## src/rtl/token_rx_if.sv

```systemverilog
// Line-side bit stream in, assembled token word and status pulses out.
interface token_rx_if #(
  parameter int unsigned TOKEN_BITS = 24
);
  logic                  rx_valid;
  logic                  rx_bit;
  logic                  rx_se0;
  logic [TOKEN_BITS-1:0] data;
  logic                  token_valid;
  logic                  rx_err;
  logic [1:0]            err_type;

  modport master (
    output rx_valid, rx_bit, rx_se0,
    input  data, token_valid, rx_err, err_type
  );

  modport slave (
    input  rx_valid, rx_bit, rx_se0,
    output data, token_valid, rx_err, err_type
  );
endinterface

```

## src/rtl/token_rx.sv

```systemverilog
// USB token receive stage: SYNC hunt, bit unstuffing, 24-bit token assembly
// and EOP framing check. PID and CRC5 are passed through uninterpreted.
module token_rx #(
  parameter logic [7:0]  SYNC_PATTERN = 8'b0000_0001,
  parameter int unsigned TOKEN_BITS   = 24
) (
  input logic       clk,
  input logic       reset,
  token_rx_if.slave bus
);

  localparam int unsigned CW = $clog2(TOKEN_BITS + 1);
  localparam logic [CW-1:0] LAST_BIT = CW'(TOKEN_BITS - 1);

  typedef enum logic [1:0] {HUNT, DATA, EOP1, EOP2} state_t;

  typedef enum logic [3:0] {
    EV_IDLE, EV_HUNT, EV_SYNC, EV_SHIFT, EV_UNSTUFF, EV_EOP, EV_EOP_WAIT,
    EV_TOKEN, EV_ERR_STUFF, EV_ERR_LEN, EV_ERR_EOP
  } event_t;

  state_t                state_q, state_d;
  event_t                ev;
  logic [7:0]            win_q, win_d;
  logic [2:0]            ones_q, ones_d;
  logic [CW-1:0]         cnt_q, cnt_d;
  logic [TOKEN_BITS-1:0] sh_q, sh_d;
  logic [TOKEN_BITS-1:0] data_q, data_d;
  logic                  extra_q, extra_d;
  logic                  tv_q, tv_d;
  logic                  err_q, err_d;
  logic [1:0]            etype_q, etype_d;

  logic [7:0] win_next;
  logic       stuff_due;

  assign win_next  = {win_q[6:0], bus.rx_bit};
  assign stuff_due = (ones_q == 3'd6);

  always_ff @(posedge clk) begin
    if (reset) begin
      state_q <= HUNT;
      win_q   <= '0;
      ones_q  <= '0;
      cnt_q   <= '0;
      sh_q    <= '0;
      data_q  <= '0;
      extra_q <= 1'b0;
      tv_q    <= 1'b0;
      err_q   <= 1'b0;
      etype_q <= '0;
    end else begin
      state_q <= state_d;
      win_q   <= win_d;
      ones_q  <= ones_d;
      cnt_q   <= cnt_d;
      sh_q    <= sh_d;
      data_q  <= data_d;
      extra_q <= extra_d;
      tv_q    <= tv_d;
      err_q   <= err_d;
      etype_q <= etype_d;
    end
  end

  // Next state plus a classification of what this strobe means; the
  // datapath/output process acts on the classification only.
  always_comb begin
    state_d = state_q;
    ev      = EV_IDLE;
    if (bus.rx_valid) begin
      unique case (state_q)
        HUNT: begin
          if (!bus.rx_se0 && win_next == SYNC_PATTERN) begin
            ev      = EV_SYNC;
            state_d = DATA;
          end else begin
            ev = EV_HUNT;
          end
        end
        DATA: begin
          if (bus.rx_se0) begin
            ev      = EV_ERR_LEN;
            state_d = HUNT;
          end else if (stuff_due) begin
            if (bus.rx_bit) begin
              ev      = EV_ERR_STUFF;
              state_d = HUNT;
            end else begin
              ev = EV_UNSTUFF;
            end
          end else begin
            ev = EV_SHIFT;
            if (cnt_q == LAST_BIT) state_d = EOP1;
          end
        end
        EOP1: begin
          if (bus.rx_se0) begin
            ev      = EV_EOP;
            state_d = EOP2;
          end else if (stuff_due && !bus.rx_bit) begin
            ev = EV_UNSTUFF;
          end else if (stuff_due) begin
            ev      = EV_ERR_STUFF;
            state_d = HUNT;
          end else begin
            ev      = EV_ERR_LEN;
            state_d = HUNT;
          end
        end
        EOP2: begin
          if (bus.rx_se0 && extra_q) begin
            ev      = EV_ERR_EOP;
            state_d = HUNT;
          end else if (bus.rx_se0) begin
            ev = EV_EOP_WAIT;
          end else begin
            ev      = EV_TOKEN;
            state_d = HUNT;
          end
        end
        default: state_d = HUNT;
      endcase
    end
  end

  always_comb begin
    win_d   = win_q;
    ones_d  = ones_q;
    cnt_d   = cnt_q;
    sh_d    = sh_q;
    data_d  = data_q;
    extra_d = extra_q;
    tv_d    = 1'b0;
    err_d   = 1'b0;
    etype_d = '0;
    unique case (ev)
      EV_HUNT: win_d = bus.rx_se0 ? '0 : win_next;
      EV_SYNC: begin
        win_d   = '0;
        cnt_d   = '0;
        ones_d  = 3'd1;
        extra_d = 1'b0;
      end
      EV_SHIFT: begin
        sh_d   = {sh_q[TOKEN_BITS-2:0], bus.rx_bit};
        cnt_d  = cnt_q + 1'b1;
        ones_d = bus.rx_bit ? ones_q + 3'd1 : 3'd0;
      end
      EV_UNSTUFF:  ones_d  = '0;
      EV_EOP:      extra_d = 1'b0;
      EV_EOP_WAIT: extra_d = 1'b1;
      EV_TOKEN: begin
        data_d = sh_q;
        tv_d   = 1'b1;
      end
      EV_ERR_STUFF: begin
        err_d   = 1'b1;
        etype_d = 2'b01;
      end
      EV_ERR_LEN: begin
        err_d   = 1'b1;
        etype_d = 2'b10;
      end
      EV_ERR_EOP: begin
        err_d   = 1'b1;
        etype_d = 2'b11;
      end
      default: ;
    endcase
  end

  assign bus.data        = data_q;
  assign bus.token_valid = tv_q;
  assign bus.rx_err      = err_q;
  assign bus.err_type    = etype_q;

endmodule

```

## src/flat_wrapper.sv

```systemverilog
// flat-port wrapper written by rule: the top's interface ports become plain ports
module token_rx_flat 
#(
  parameter logic [7:0]  SYNC_PATTERN = 8'b0000_0001,
  parameter int unsigned TOKEN_BITS   = 24
)
  (clk, reset, bus_rx_valid, bus_rx_bit, bus_rx_se0, bus_data, bus_token_valid, bus_rx_err, bus_err_type);
  token_rx_if #(.TOKEN_BITS(TOKEN_BITS)) bus_i ();
  input logic clk;
  input logic reset;
  input wire logic [$bits(bus_i.rx_valid)-1:0] bus_rx_valid;
  input wire logic [$bits(bus_i.rx_bit)-1:0] bus_rx_bit;
  input wire logic [$bits(bus_i.rx_se0)-1:0] bus_rx_se0;
  output wire logic [$bits(bus_i.data)-1:0] bus_data;
  output wire logic [$bits(bus_i.token_valid)-1:0] bus_token_valid;
  output wire logic [$bits(bus_i.rx_err)-1:0] bus_rx_err;
  output wire logic [$bits(bus_i.err_type)-1:0] bus_err_type;
  assign bus_i.rx_valid = bus_rx_valid;
  assign bus_i.rx_bit = bus_rx_bit;
  assign bus_i.rx_se0 = bus_rx_se0;
  assign bus_data = bus_i.data;
  assign bus_token_valid = bus_i.token_valid;
  assign bus_rx_err = bus_i.rx_err;
  assign bus_err_type = bus_i.err_type;
  token_rx #(.SYNC_PATTERN(SYNC_PATTERN), .TOKEN_BITS(TOKEN_BITS)) u_core (.clk(clk), .reset(reset), .bus(bus_i));
endmodule
```

## config.mk

```make
export PLATFORM = sky130hd
export DESIGN_NAME = token_rx_flat
export DESIGN_NICKNAME = d
export VERILOG_FILES = /design/src/rtl/token_rx_if.sv /design/src/rtl/token_rx.sv /design/src/flat_wrapper.sv
export SDC_FILE = /design/constraint.sdc
export NUM_CORES = 1
export LEC_CHECK = 0
export ABC_AREA = 1
export BUFFER_PORTS_ARGS = -buffer_cell sky130_fd_sc_hd__buf_4
export CORE_MARGIN = 2
export CORE_UTILIZATION = 45
export DETAILED_ROUTE_END_ITERATION = 12
export GPL_ROUTABILITY_DRIVEN = 0
export MAX_ROUTING_LAYER = met4
export PLACE_DENSITY = 0.73
export SYNTH_ARGS = -nofsm -noshare
export SYNTH_HDL_FRONTEND = slang
export SYNTH_SLANG_ARGS = --single-unit
```

## constraint.sdc

```tcl
create_clock -name clk -period 1.8 [get_ports clk]
set_clock_uncertainty 0.2 [all_clocks]
set_input_delay 0.18 -clock clk [delete_from_list [all_inputs] [get_ports clk]]
set_output_delay 0.18 -clock clk [all_outputs]
set_load 0.02 [all_outputs]
```

==> impl_results.md <==
* Endpoints failing hold at 0
* Vias in the first global route at 2467
* TritonCTS Buffers at 9
* Worst hold slack at 70.3 ps
* Post-DP HPWL at 4.06 mm
* Tmin final at 2010 ps
* Worst vdd ir at 0.674 mV
* CTS clock-pin slew for the worst setup and hold paths at 70 ps
* Fraction of layout cells with a size suffix above 1 at 29.4%
* Filler cells at 550
* PnR worst setup slack at -206 ps
* # H-tree levels at 3
* Critical Path End Type: register
* TritonCTS clock tree: yes
* Reg2Reg Depth at 13
* Via Count at 2809
* Crit share post-route at 111%
* MaxCap Viol Count at 0
* Finished Layout Cells at 557
* Crit Reg-Reg Endpoint: u_core.bus.data[10]
* Die area at 7210 µm²
* Post-Synthesis Cells at 409
* Die H at 84.9 µm
* Crit Path Class: register to register
* Cell Rows at 29
* Worst hold path cell count at 4
* Root buffer cell: clkbuf_8
* Register area share after synthesis at 47.6%
* Remaining Overflow, GRT at 0
* Dpl ws at -310 ps
* Clk buf depth at 2
* Antenna cells at 0
* Routed wire length at 6.93 mm
* Min-delay src: bus_rx_bit
* Pwr dens at 868 nW/µm²
* Setup violations, final at 64
* Critical path arrival at 2040 ps
* Syn nets at 417
* Synth Cell Area at 2950 µm²
* IO Count at 33
* Hold endpoint: u_core.sh_q[0]
* Synth unique cells at 28
* Setup TNS at -8730 ps
* RR Startpoint: u_core.ones_q[0]
* Failing checks: setup timing
* First-pass GRT wire length at 11.0 mm
* Nets at 484
* Status: finished with violations
* Slew margin rel. at 81.4%
* Static Leak at 1.80 nW
* Die Wd at 84.9 µm
* Yosys reg bits at 70
* Yosys warning count at 0
* Largest net degree at the start of global routing at 49
* Post-route DRC at 0
* RSZ-0062 raised after global routing: yes
* Dpl cells at 527
* Mean Syn Cell Area at 7.20 µm²
* CP Max Fanout at 9
* Placement Cell Area at 3400 µm²
* Initial antenna violation count at 0
* Total chip power at 3.46 mW
* Clock sinks at 70
* Multi-input logic area at 1570 µm²
* Synthesis-to-layout area growth at 35.3%
* Total track usage at 19.8%
* Port Buffers at 32
* Seq. cell area at 1400 µm²
* Post-DRT Antenna Nets at 0
* Slew Viols, Final at 0
* Startpoint types: register
* Placeable core region at 6350 µm²
* Hold Path Class: primary input to register
* Wire per inst at 12.4 µm
* Drt first pass iters at 7
* Number of vias per cell at 5.04
* Final instance area at 3990 µm²
* DR iter-0 viols at 152
* Post-layout util at 62.8%
* Fmax at 499 MHz
* R2r setup slk at -210 ps
* Slew @ Worst Pin at 276 ps
* Clk_lat worst skew at 340 ps
* CP Data Required Time at 1830 ps
* Starting Density at 46.4%
==> layout by cell type (no fill, tap or decap), drive strengths merged, types with 3 or more instances in the layout <==
cell and count:
a21oi 17, buf 65, clkbuf 9, clkinv 6, dfxtp 70, ha 3, inv 27, nand2 63
nand3 21, nor2 129, nor3 3, o21ai 56
==> repair_timing <==
item,4_1_cts,5_1_grt
setup endpoints to repair,64,67
hold buffers,2,0
setup buffers,3,5
pin swaps,18,9
hold endpoints to repair,18,0
cloned,6,1
resized for setup,64,19
==> layout make-up <==
cell class,count,area share (%)
multi-input combinational,299,39.4
sequential,70,35.2
timing repair buffer,67,13.8
clock buffer,9,3.11
inverter,26,2.89
tap,77,2.42
clock inverter,6,2.20
timing repair inverter,3,0.910
==> flip-flops by register name, indices dropped and copies added, names as in the netlist, 2 cells and up <==
| register | flops |
|---|---|
| u_core.cnt_q | 5 |
| u_core.ones_q | 3 |
| u_core.bus.data | 24 |
| u_core.state_q | 2 |
| u_core.sh_q | 24 |
| u_core.win_q | 7 |
| u_core.bus.err_type | 2 |
==> critical path, stage by stage, from the launching register on <==
cell,delay [ps]
dfxtp_2,340
inv_2,50
ha_4,170
nand2_4,70
nand2_2,60
nor2_4,100
nor2_1,60
nor2_1,100
nand2_2,90
nor2_4,100
buf_12,160
nand2_8,150
o21ai_4,170
nor2_1,70
==> how the worst max path moves through the flow <==
stage,to,depth (start not counted),start,slack (ps)
6_report,u_core.bus.data[10],13,u_core.ones_q[0],-210
5_1_grt,u_core.bus.data[10],13,u_core.ones_q[0],-310
4_1_cts,u_core.ones_q[0],14,u_core.ones_q[0],-140
3_5_place_dp,u_core.bus.data[7],13,u_core.ones_q[0],-310
3_3_place_gp,u_core.bus.data[20],13,u_core.ones_q[0],-280
2_1_floorplan,u_core.bus.data[10],13,u_core.ones_q[0],-120
==> cells by family (layout without fill, tap and decap cells) <==
kind of cell             Yosys count  after routing  synth area share (%)
AND/OR/NAND/NOR                  216            219                  30.0
AO/OA/AOI/OAI                     74             74                  13.0
buffers and inverters             43            111                  7.30
flip-flops                        70             70                  47.6
XOR/XNOR                           3              3                 0.892
adder cells (fa/ha/maj)            3              3                  1.27
==> report_power, final <==
part / internal [mW] / switching, mW / total, mW / leakage [nW]
registers: 1.58 / 0.0269 / 1.61 / 0.565
clock network: 0.772 / 0.590 / 1.36 / 0.109
logic: 0.192 / 0.296 / 0.488 / 1.13
total: 2.55 / 0.913 / 3.46 / 1.80
==> layer usage <==
layer / share of wire, % / wire length [µm] / global-route usage [%] / vias to the layer above
met4: 1.1 / 77 / 4.76 / 0
li1: - / - / - / 1445
met1: 45 / 3110 / 24.1 / 1290
met3: 4.4 / 302 / 6.23 / 11
met2: 50 / 3440 / 32.1 / 63
met5: 0 / 0 / - / -
==> synthesized netlist by cell type <==
| master | count | area (µm²) |
|---|---|---|
| inv_2 | 2 | 7.51 |
| buf_2 | 3 | 15.0 |
| a31oi_1 | 1 | 6.26 |
| nor2_2 | 4 | 25.0 |
| buf_1 | 1 | 3.75 |
| or2_2 | 1 | 6.26 |
| nand4_1 | 2 | 12.5 |
| xor2_1 | 2 | 17.5 |
| nand2_1 | 57 | 214 |
| nand3_1 | 20 | 100 |
| inv_1 | 23 | 86.3 |
| xnor2_1 | 1 | 8.76 |
| o21ai_4 | 1 | 16.3 |
| buf_6 | 5 | 56.3 |
| dfxtp_1 | 70 | 1400 |
| ha_1 | 3 | 37.5 |
| clkbuf_1 | 6 | 22.5 |
| o21ai_0 | 35 | 175 |
| buf_4 | 2 | 15.0 |
| nor2_4 | 1 | 11.3 |
| o21ai_1 | 20 | 100 |
| nor2_1 | 124 | 465 |
| nand3_2 | 1 | 10.0 |
| nand2_4 | 1 | 11.3 |
| nor3_1 | 3 | 15.0 |
| nand2_2 | 2 | 12.5 |
| a21oi_1 | 17 | 85.1 |
| clkinv_4 | 1 | 8.76 |
Power figures use the tool's default switching activity.
